[config.mk]
export PLATFORM = sky130hd
export DESIGN_NAME = csr_file_flat
export DESIGN_NICKNAME = d
export VERILOG_FILES = /design/src/rtl/csr_file_if.sv /design/src/rtl/csr_file.sv /design/src/flat_wrapper.sv
export SDC_FILE = /design/constraint.sdc
export NUM_CORES = 1
export LEC_CHECK = 0
export CAP_MARGIN = 20
export CORE_ASPECT_RATIO = 1.2
export CORE_MARGIN = 2
export CORE_UTILIZATION = 55
export DETAILED_ROUTE_END_ITERATION = 7
export PLACE_DENSITY = 0.82
export SYNTH_ARGS = -nofsm -noshare
export SYNTH_HDL_FRONTEND = slang
export SYNTH_SLANG_ARGS = --single-unit
[constraint.sdc]
create_clock -name clk -period 3.4 [get_ports clk]
set_input_delay 0.51 -clock clk [delete_from_list [all_inputs] [get_ports clk]]
set_output_delay 0.51 -clock clk [all_outputs]
set_load 0.1 [all_outputs]
[src/rtl/csr_file_if.sv]
// Zicsr instruction port and trap-controller port of the machine-mode CSR file.
interface csr_file_if #(
  parameter int unsigned XLEN = 32
);
  logic            csr_access;
  logic            csr_write_enable;
  logic [11:0]     csr_address;
  logic [XLEN-1:0] csr_write_data;
  logic [XLEN-1:0] csr_read_data;
  logic            csr_illegal;
  logic            trap_write_enable;
  logic [11:0]     trap_address;
  logic [XLEN-1:0] trap_write_data;
  logic [XLEN-1:0] trap_read_data;

  modport master (
    output csr_access, csr_write_enable, csr_address, csr_write_data,
    output trap_write_enable, trap_address, trap_write_data,
    input  csr_read_data, csr_illegal, trap_read_data
  );

  modport slave (
    input  csr_access, csr_write_enable, csr_address, csr_write_data,
    input  trap_write_enable, trap_address, trap_write_data,
    output csr_read_data, csr_illegal, trap_read_data
  );
endinterface

[src/rtl/csr_file.sv]
// Machine-mode CSR register file for the RV32I core: trap port, Zicsr port, counters.
// Define ZICNTR_EN to implement the 64-bit mcycle/minstret counters and their shadows.
module csr_file #(
  parameter int unsigned XLEN        = 32,
  parameter logic [31:0] MTVEC_RESET = 32'h0000_0000,
  parameter logic [31:0] MISA_VALUE  = 32'h4000_0100
) (
  input  logic       clk,
  input  logic       reset,
  input  logic       clk_enable,
  input  logic       instret_inc,
  csr_file_if.slave  bus
);

  logic            mstatus_mie;
  logic            mstatus_mpie;
  logic [XLEN-3:0] mtvec_base;
  logic [XLEN-1:0] mscratch;
  logic [XLEN-3:0] mepc_base;
  logic [XLEN-1:0] mcause;
  logic [XLEN-1:0] mtval;
  logic            illegal;
  logic            instr_we;
  logic            trap_we;

`ifdef ZICNTR_EN
  logic [63:0] mcycle;
  logic [63:0] minstret;
`else
  logic unused_instret;
  assign unused_instret = instret_inc;
`endif

  function automatic logic implemented(input logic [11:0] a);
    case (a)
      12'h300, 12'h301, 12'h305, 12'h340, 12'h341, 12'h342, 12'h343,
      12'hF11, 12'hF12, 12'hF13, 12'hF14: return 1'b1;
`ifdef ZICNTR_EN
      12'hB00, 12'hB80, 12'hB02, 12'hB82,
      12'hC00, 12'hC80, 12'hC02, 12'hC82: return 1'b1;
`endif
      default: return 1'b0;
    endcase
  endfunction

  function automatic logic [XLEN-1:0] read_csr(input logic [11:0] a);
    logic [XLEN-1:0] r;
    r = '0;
    case (a)
      12'h300: r = XLEN'({19'b0, 2'b11, 3'b0, mstatus_mpie, 3'b0, mstatus_mie, 3'b0});
      12'h301: r = MISA_VALUE;
      12'h305: r = {mtvec_base, 2'b00};
      12'h340: r = mscratch;
      12'h341: r = {mepc_base, 2'b00};
      12'h342: r = mcause;
      12'h343: r = mtval;
`ifdef ZICNTR_EN
      12'hB00, 12'hC00: r = mcycle[31:0];
      12'hB80, 12'hC80: r = mcycle[63:32];
      12'hB02, 12'hC02: r = minstret[31:0];
      12'hB82, 12'hC82: r = minstret[63:32];
`endif
      default: r = '0;
    endcase
    return r;
  endfunction

  // Trap writes take the whole address; an instruction write to the same address is dropped.
  function automatic logic wr_hit(input logic [11:0] a);
    return (trap_we && bus.trap_address == a) || (instr_we && bus.csr_address == a);
  endfunction

  function automatic logic [XLEN-1:0] wr_val(input logic [11:0] a);
    return (trap_we && bus.trap_address == a) ? bus.trap_write_data : bus.csr_write_data;
  endfunction

  always_comb begin
    illegal = 1'b0;
    if (bus.csr_access) begin
      illegal = !implemented(bus.csr_address) ||
                (bus.csr_write_enable &&
                 (bus.csr_address[11:10] == 2'b11 || bus.csr_address == 12'h301));
    end
  end

  always_comb begin
    trap_we  = clk_enable && bus.trap_write_enable;
    instr_we = clk_enable && bus.csr_access && bus.csr_write_enable && !illegal &&
               !(bus.trap_write_enable && bus.trap_address == bus.csr_address);
  end

  // No write-to-read bypass: reads always reflect the registered state.
  always_comb begin
    bus.csr_read_data  = read_csr(bus.csr_address);
    bus.trap_read_data = read_csr(bus.trap_address);
    bus.csr_illegal    = illegal;
  end

  // Writes to read-only or unimplemented addresses never match a register below.
  always_ff @(posedge clk) begin
    if (reset) begin
      mstatus_mie  <= 1'b0;
      mstatus_mpie <= 1'b0;
      mtvec_base   <= MTVEC_RESET[31:2];
      mscratch     <= '0;
      mepc_base    <= '0;
      mcause       <= '0;
      mtval        <= '0;
    end else begin
      if (wr_hit(12'h300)) begin
        mstatus_mie  <= |(wr_val(12'h300) & XLEN'(32'h0000_0008));
        mstatus_mpie <= |(wr_val(12'h300) & XLEN'(32'h0000_0080));
      end
      if (wr_hit(12'h305)) mtvec_base <= (XLEN-2)'(wr_val(12'h305) >> 2);
      if (wr_hit(12'h340)) mscratch   <= wr_val(12'h340);
      if (wr_hit(12'h341)) mepc_base  <= (XLEN-2)'(wr_val(12'h341) >> 2);
      if (wr_hit(12'h342)) mcause     <= wr_val(12'h342);
      if (wr_hit(12'h343)) mtval      <= wr_val(12'h343);
    end
  end

`ifdef ZICNTR_EN
  // Low-half write suppresses the increment; high-half write drops the low-half carry.
  function automatic logic [63:0] cnt_next(input logic [63:0] cur, input logic inc,
                                           input logic [11:0] lo_a, input logic [11:0] hi_a);
    logic [32:0] lo_sum;
    logic [31:0] lo;
    logic [31:0] hi;
    lo_sum = {1'b0, cur[31:0]} + 33'(inc);
    lo     = wr_hit(lo_a) ? wr_val(lo_a) : lo_sum[31:0];
    hi     = wr_hit(hi_a) ? wr_val(hi_a) : cur[63:32] + 32'(lo_sum[32] && !wr_hit(lo_a));
    return {hi, lo};
  endfunction

  always_ff @(posedge clk) begin
    if (reset) begin
      mcycle   <= '0;
      minstret <= '0;
    end else if (clk_enable) begin
      mcycle   <= cnt_next(mcycle, 1'b1, 12'hB00, 12'hB80);
      minstret <= cnt_next(minstret, instret_inc, 12'hB02, 12'hB82);
    end
  end
`endif

endmodule

[src/flat_wrapper.sv]
// flat-port wrapper written by rule: the top's interface ports become plain ports
module csr_file_flat 
#(
  parameter int unsigned XLEN        = 32,
  parameter logic [31:0] MTVEC_RESET = 32'h0000_0000,
  parameter logic [31:0] MISA_VALUE  = 32'h4000_0100
)
  (clk, reset, clk_enable, instret_inc, bus_csr_access, bus_csr_write_enable, bus_csr_address, bus_csr_write_data, bus_trap_write_enable, bus_trap_address, bus_trap_write_data, bus_csr_read_data, bus_csr_illegal, bus_trap_read_data);
  csr_file_if #(.XLEN(XLEN)) bus_i ();
  input  logic clk;
  input  logic reset;
  input  logic clk_enable;
  input  logic instret_inc;
  input wire logic [$bits(bus_i.csr_access)-1:0] bus_csr_access;
  input wire logic [$bits(bus_i.csr_write_enable)-1:0] bus_csr_write_enable;
  input wire logic [$bits(bus_i.csr_address)-1:0] bus_csr_address;
  input wire logic [$bits(bus_i.csr_write_data)-1:0] bus_csr_write_data;
  input wire logic [$bits(bus_i.trap_write_enable)-1:0] bus_trap_write_enable;
  input wire logic [$bits(bus_i.trap_address)-1:0] bus_trap_address;
  input wire logic [$bits(bus_i.trap_write_data)-1:0] bus_trap_write_data;
  output wire logic [$bits(bus_i.csr_read_data)-1:0] bus_csr_read_data;
  output wire logic [$bits(bus_i.csr_illegal)-1:0] bus_csr_illegal;
  output wire logic [$bits(bus_i.trap_read_data)-1:0] bus_trap_read_data;
  assign bus_i.csr_access = bus_csr_access;
  assign bus_i.csr_write_enable = bus_csr_write_enable;
  assign bus_i.csr_address = bus_csr_address;
  assign bus_i.csr_write_data = bus_csr_write_data;
  assign bus_i.trap_write_enable = bus_trap_write_enable;
  assign bus_i.trap_address = bus_trap_address;
  assign bus_i.trap_write_data = bus_trap_write_data;
  assign bus_csr_read_data = bus_i.csr_read_data;
  assign bus_csr_illegal = bus_i.csr_illegal;
  assign bus_trap_read_data = bus_i.trap_read_data;
  csr_file #(.XLEN(XLEN), .MTVEC_RESET(MTVEC_RESET), .MISA_VALUE(MISA_VALUE)) u_core (.clk(clk), .reset(reset), .clk_enable(clk_enable), .instret_inc(instret_inc), .bus(bus_i));
endmodule
[After elaboration in Yosys (flattened, before gate mapping)]
Index checks and enable logic that the tools add are counted.
Word-level totals
  ROM bits: 0
  flip-flop bits (word level): 158
  bits in latches: 0
  memories: 0
  bits in writable memories: 0
  bits of input ports: 95
Operators by class
  shift operators: 0
  bitwise logic cells: 0
  multiply operators: 0
  multiplexer cells: 11
  add/subtract/negate cells: 0
  divide/modulo/power cells: 0
  $lt $le $gt $ge: 0
  reductions and logical operators: 31
  equality and inequality tests: 20
Operators with widths (count)
  $pmux W32 S7: 2
  $eq A12 B10 Y1 const B: 14
  $mux W32: 5
  $eq A12 B12 Y1 const B: 4
  $logic_and A1 B1 Y1: 19
  $eq A12 B12 Y1: 1
  $reduce_or A11 Y1: 1
  $logic_or A1 B1 Y1: 8
  $mux W8: 1
  $logic_not A1 Y1: 3
  $mux W1: 3
  $eq A2 B2 Y1 const B: 1

[Logic depth before layout (Yosys ltp)]
  depth after elaboration: 12
  mapped depth: 8

[Least setup slack after synthesis]
OpenSTA, ideal clock, no wires.
  path kind: input -> output
  start point: input port bus_csr_address[3]
  end point: output port bus_csr_read_data[0]
  path buffers: 3
  setup slack: -1.246 ns
  data arrival time: 4.136 ns
  stages on the path: 6
  data required time: 2.890 ns
  cells stage by stage: or4_1 -> buf_6 -> or4_1 -> clkbuf_1 -> clkbuf_1 -> o21ai_0
Between the ends
  longest elaborated chain between the ends: 2
Ends and longest elaborated chain
  start: declaration: RTL line flat_wrapper.sv:16  | input wire logic [$bits(bus_i.csr_address)-1:0] bus_csr_address;
  $eq A12 B10 Y1: RTL line csr_file.sv:49  | case (a)
  $pmux W32 S7 (*): RTL line csr_file.sv:49
  end: declaration: RTL line flat_wrapper.sv:21  | output wire logic [$bits(bus_i.csr_read_data)-1:0] bus_csr_read_data;
Every way passes the cells marked *; elsewhere a longest branch is shown, timed or not.

[Worst setup path in the final report]
  start point: input port bus_csr_address[3]
  end point: output port bus_csr_read_data[26]
The elaborated chain is that of the path after synthesis.

==> impl_metrics.py <==
metrics = {
    "hold_path": {
        "whs_path_depth": 2,
        "hold_path.startpoint": "u_core.mtval[16]",
        "min_path_type": "reg2reg",
        "hold_end": "u_core.mtval[16]",
    },
    "floorplanning": {
        "die_x_um": 127.9,
        "fp.coreArea_sq_um": 18110,
        "initial_utilization": 0.5595,
        "die-area_sq_um": 19530,
        "die_height_um": 152.7,
        "ioPinCount": 160,
        "rows": 54,
    },
    "place": {
        "dpl.hpwl_um": 23450,
        "placed_cell_area_sq_um": 13030,
        "io_buffers": 158,
        "dp_worst_setup_slack_ns": -0.0005138,
        "place.gp.congestion": 0.9185,
    },
    "setup_path": {
        "path_class": "in2out",
        "end_kind": "primary output",
        "crit_buf_inv": 5,
        "slowest_stage": "or4_4",
        "ff2ff_setup_slack_ns": 2.44,
        "worstReg2RegStart": "u_core.mscratch[15]",
        "cp-start-kind": "input port",
        "r2r-end": "u_core.mscratch[15]",
        "slowest_delay_ns": 0.57,
        "r2r_cells": 2,
        "worst_path_dominant_cell_family": "buffers and inverters",
        "path_cells": "clkdlybuf4s50_1 -> or4_4 -> buf_4 -> nor4_4 -> buf_4 -> buf_12 -> nand2_1 -> o21ai_1 -> a221o_1 -> buf_12",
        "worstPathRequired_ns": 2.89,
        "cp_data_arrival_time_ns": 2.89,
        "path_max_fanout": 16,
    },
    "final_layout": {
        "utilization": 0.7612,
        "stdcell_area_sq_um": 13780,
        "final_nets": 1345,
        "area_delta_synth_final_pct": 36.05,
        "drive_gt1_frac": 0.2169,
        "num_antenna_cells": 0,
    },
    "yosys": {
        "ys_ff_latch": 158,
        "syn-num-nets": 1191,
        "async_flop_share": 0,
        "syn_avg_cell_area_sq_um": 9.244,
        "netlist_area_sq_um": 10130,
        "synthCells": 1096,
        "synth_flop_cell": "dfxtp_1",
        "synth-edff-count": 0,
        "yosysWarnings": 0,
        "synth_cell_types": 52,
        "ys_seq_area_frac": 0.3122,
    },
    "detailed_routing": {
        "postRouteAntennaNets": 0,
        "drc": 9,
        "wl_met1_um": 13240,
        "wl_per_cell_um": 25.76,
        "drt_first_pass_iters": 8,
        "wl_met3_um": 4898,
        "vias": 10820,
        "routed.top_layer": "met4",
        "drt-vias-per-instance": 7.273,
        "dr_wl_met2_um": 17670,
        "wirelength_um": 38310,
        "drt-initial-drc-count": 1864,
    },
    "sta": {
        "hold_viol": 0,
        "layout_setup_ws_ns": 0.002258,
        "relSlewSlack": 0.5596,
        "post-route-period-util": 0.9993,
        "fmax_ghz": 0.2943,
        "fin_skew_ns": 0,
        "setup_viol": 0,
        "rsz0062_at_grt": "yes",
        "worst_pin_slew_ns": 0.6606,
        "finalCriticalPeriod_ns": 3.398,
        "slew_violations": 0,
    },
    "clock_tree": {
        "cts.clk_slew.worst_paths_ns": 0.06,
        "cts_max_path_buffers": 2,
        "clock_sinks": 158,
        "clock-root-buffer": "clkbuf_16",
        "cts_tree": "yes",
        "clk_latency_ns": 0.44,
        "h-tree-depth": 4,
        "hold_buffers": 0,
        "cts_made_buffers": 17,
    },
    "power_and_ir_drop": {
        "irDropWorstVdd_v": 0.0003114,
        "p_leak_nw": 5.347,
        "power_density_nw_per_um2": 320.5,
    },
    "run_status": {
        "violations": "design-rule violations",
        "status": "finished with violations",
    },
    "grt": {
        "grt_usage": 0.3774,
        "grt_max_degree": 70,
        "grt_overflow": 0,
        "grt_pass1_vias": 10630,
        "antenna_found_initial": 0,
        "grt_pass1_wl_um": 57900,
    },
    "run": {
        "maxCapViolCount": 0,
    },
}
==> cells in the mapped netlist, types with 15 or more instances <==
master	instances	area [sq um]
mux2i_1	187	1872
dfxtp_1	158	3163
inv_1	152	570.6
a221oi_1	88	770.7
clkbuf_1	80	300.3
nand2_1	69	259.0
a221oi_2	61	915.9
o21ai_0	59	295.3
a221o_1	54	540.5
a22oi_1	30	225.2
a211oi_1	16	120.1
nor2_1	15	56.30
==> power by group <==
group | switching, mW | internal, mW
logic | 0.233 | 0.185
clock network | 0.825 | 1.32
registers | 0.000251 | 1.85
==> layout make-up <==
class | instances | area, sq um
Multi-Input combinational cell | 677 | 5978
Fill cell | 1127 | 4324
Sequential cell | 158 | 3163
Timing Repair Buffer | 244 | 3137
Inverter | 152 | 570.5
Clock buffer | 19 | 442.9
Tap cell | 224 | 280.3
Clock inverter | 13 | 211.5
==> worst register-to-register path: stages, from the launching register on <==
cell	delay (ns)
dfxtp_1	0.37
inv_1	0.08
a221oi_1	0.39
==> worst max-delay path by stage <==
stage                  startpoint  depth (start not counted)  slack (ns)                    end
5_1_grt        bus_csr_address[3]                         10       -0.05  bus_csr_read_data[26]
6_report       bus_csr_address[3]                         10       0.002  bus_csr_read_data[26]
3_3_place_gp   bus_csr_address[3]                          7        0.01  bus_csr_read_data[17]
3_5_place_dp   bus_csr_address[3]                          7     -0.0005  bus_csr_read_data[26]
4_1_cts        bus_csr_address[3]                          7       0.001  bus_csr_read_data[26]
2_1_floorplan  bus_csr_address[3]                          6       -0.54  bus_csr_read_data[30]
==> layout by cell type (no fill, tap or decap), types with 3 or more instances in the layout <==
cell             instances
a211oi_1                16
a21oi_1                  8
a221o_1                 54
a221oi_1                88
a221oi_2                61
a222oi_1                 7
a22oi_1                 30
and2_1                   4
and3_1                   3
buf_12                  82
buf_4                   65
buf_6                    3
bufinv_16                5
clkbuf_16               18
clkdlybuf4s50_1         91
clkinvlp_4               4
dfxtp_1                158
inv_1                  152
mux2i_1                187
nand2_1                 68
nand2b_1                 4
nand3_1                  6
nand4_1                  6
nor2_1                  13
nor4_4                   4
nor4b_2                  3
o21ai_0                 51
o21ai_1                  8
xnor2_1                 12
==> metrics by stage <==
| stage | instances | total power, mW | hold slack (ns) | setup TNS (ns) |
|---|---|---|---|---|
| 6_report | 1487 | 4.418 | 0.4781 | 0 |
| 5_1_grt | 1487 | 4.498 | 0.4962 | -0.1316 |
| 4_1_cts | 1484 | 4.398 | 0.4787 | 0 |
| 3_5_place_dp | 1451 | 2.293 | 0.4692 | -0.0005138 |
| 3_3_place_gp | 1451 | 2.284 | 0.4606 | 0 |
| 2_1_floorplan | 1096 | 2.066 | 0.4545 | -1.400 |
==> state kept, by name (all words and copies together), names as in the netlist <==
name and flops:
u_core.mstatus_mie 1, u_core.mtvec_base 30, u_core.mcause 32, u_core.mepc_base 30, u_core.mtval 32, u_core.mstatus_mpie 1
u_core.mscratch 32
==> cell families after synthesis <==
| kind of cell | count (synthesis) | synth area share |
|---|---|---|
| DFF | 158 | 0.3122 |
| muxes | 187 | 0.1848 |
| and+or+nand+nor | 134 | 0.07101 |
| AOI/OAI and AO/OA | 344 | 0.3139 |
| buffers and inverters | 261 | 0.1077 |
| xor gates and xnor gates | 12 | 0.01037 |
==> repair_timing <==
| action | in CTS | in global routing |
|---|---|---|
| pin swaps | 1 | 3 |
| setup endpoints to repair | 4 | 28 |
| resized for setup | 4 | 8 |
| setup buffers | 0 | 2 |
| gates cloned | 1 | 1 |
==> routing by layer <==
layer / global-route usage / up-vias
met2: 0.5979 / 980
met4: 0.2548 / 0
met1: 0.4634 / 5092
li1: - / 4484
met5: 0 / -
met3: 0.06952 / 259
Note: power is estimated with default switching activity, not from simulation.
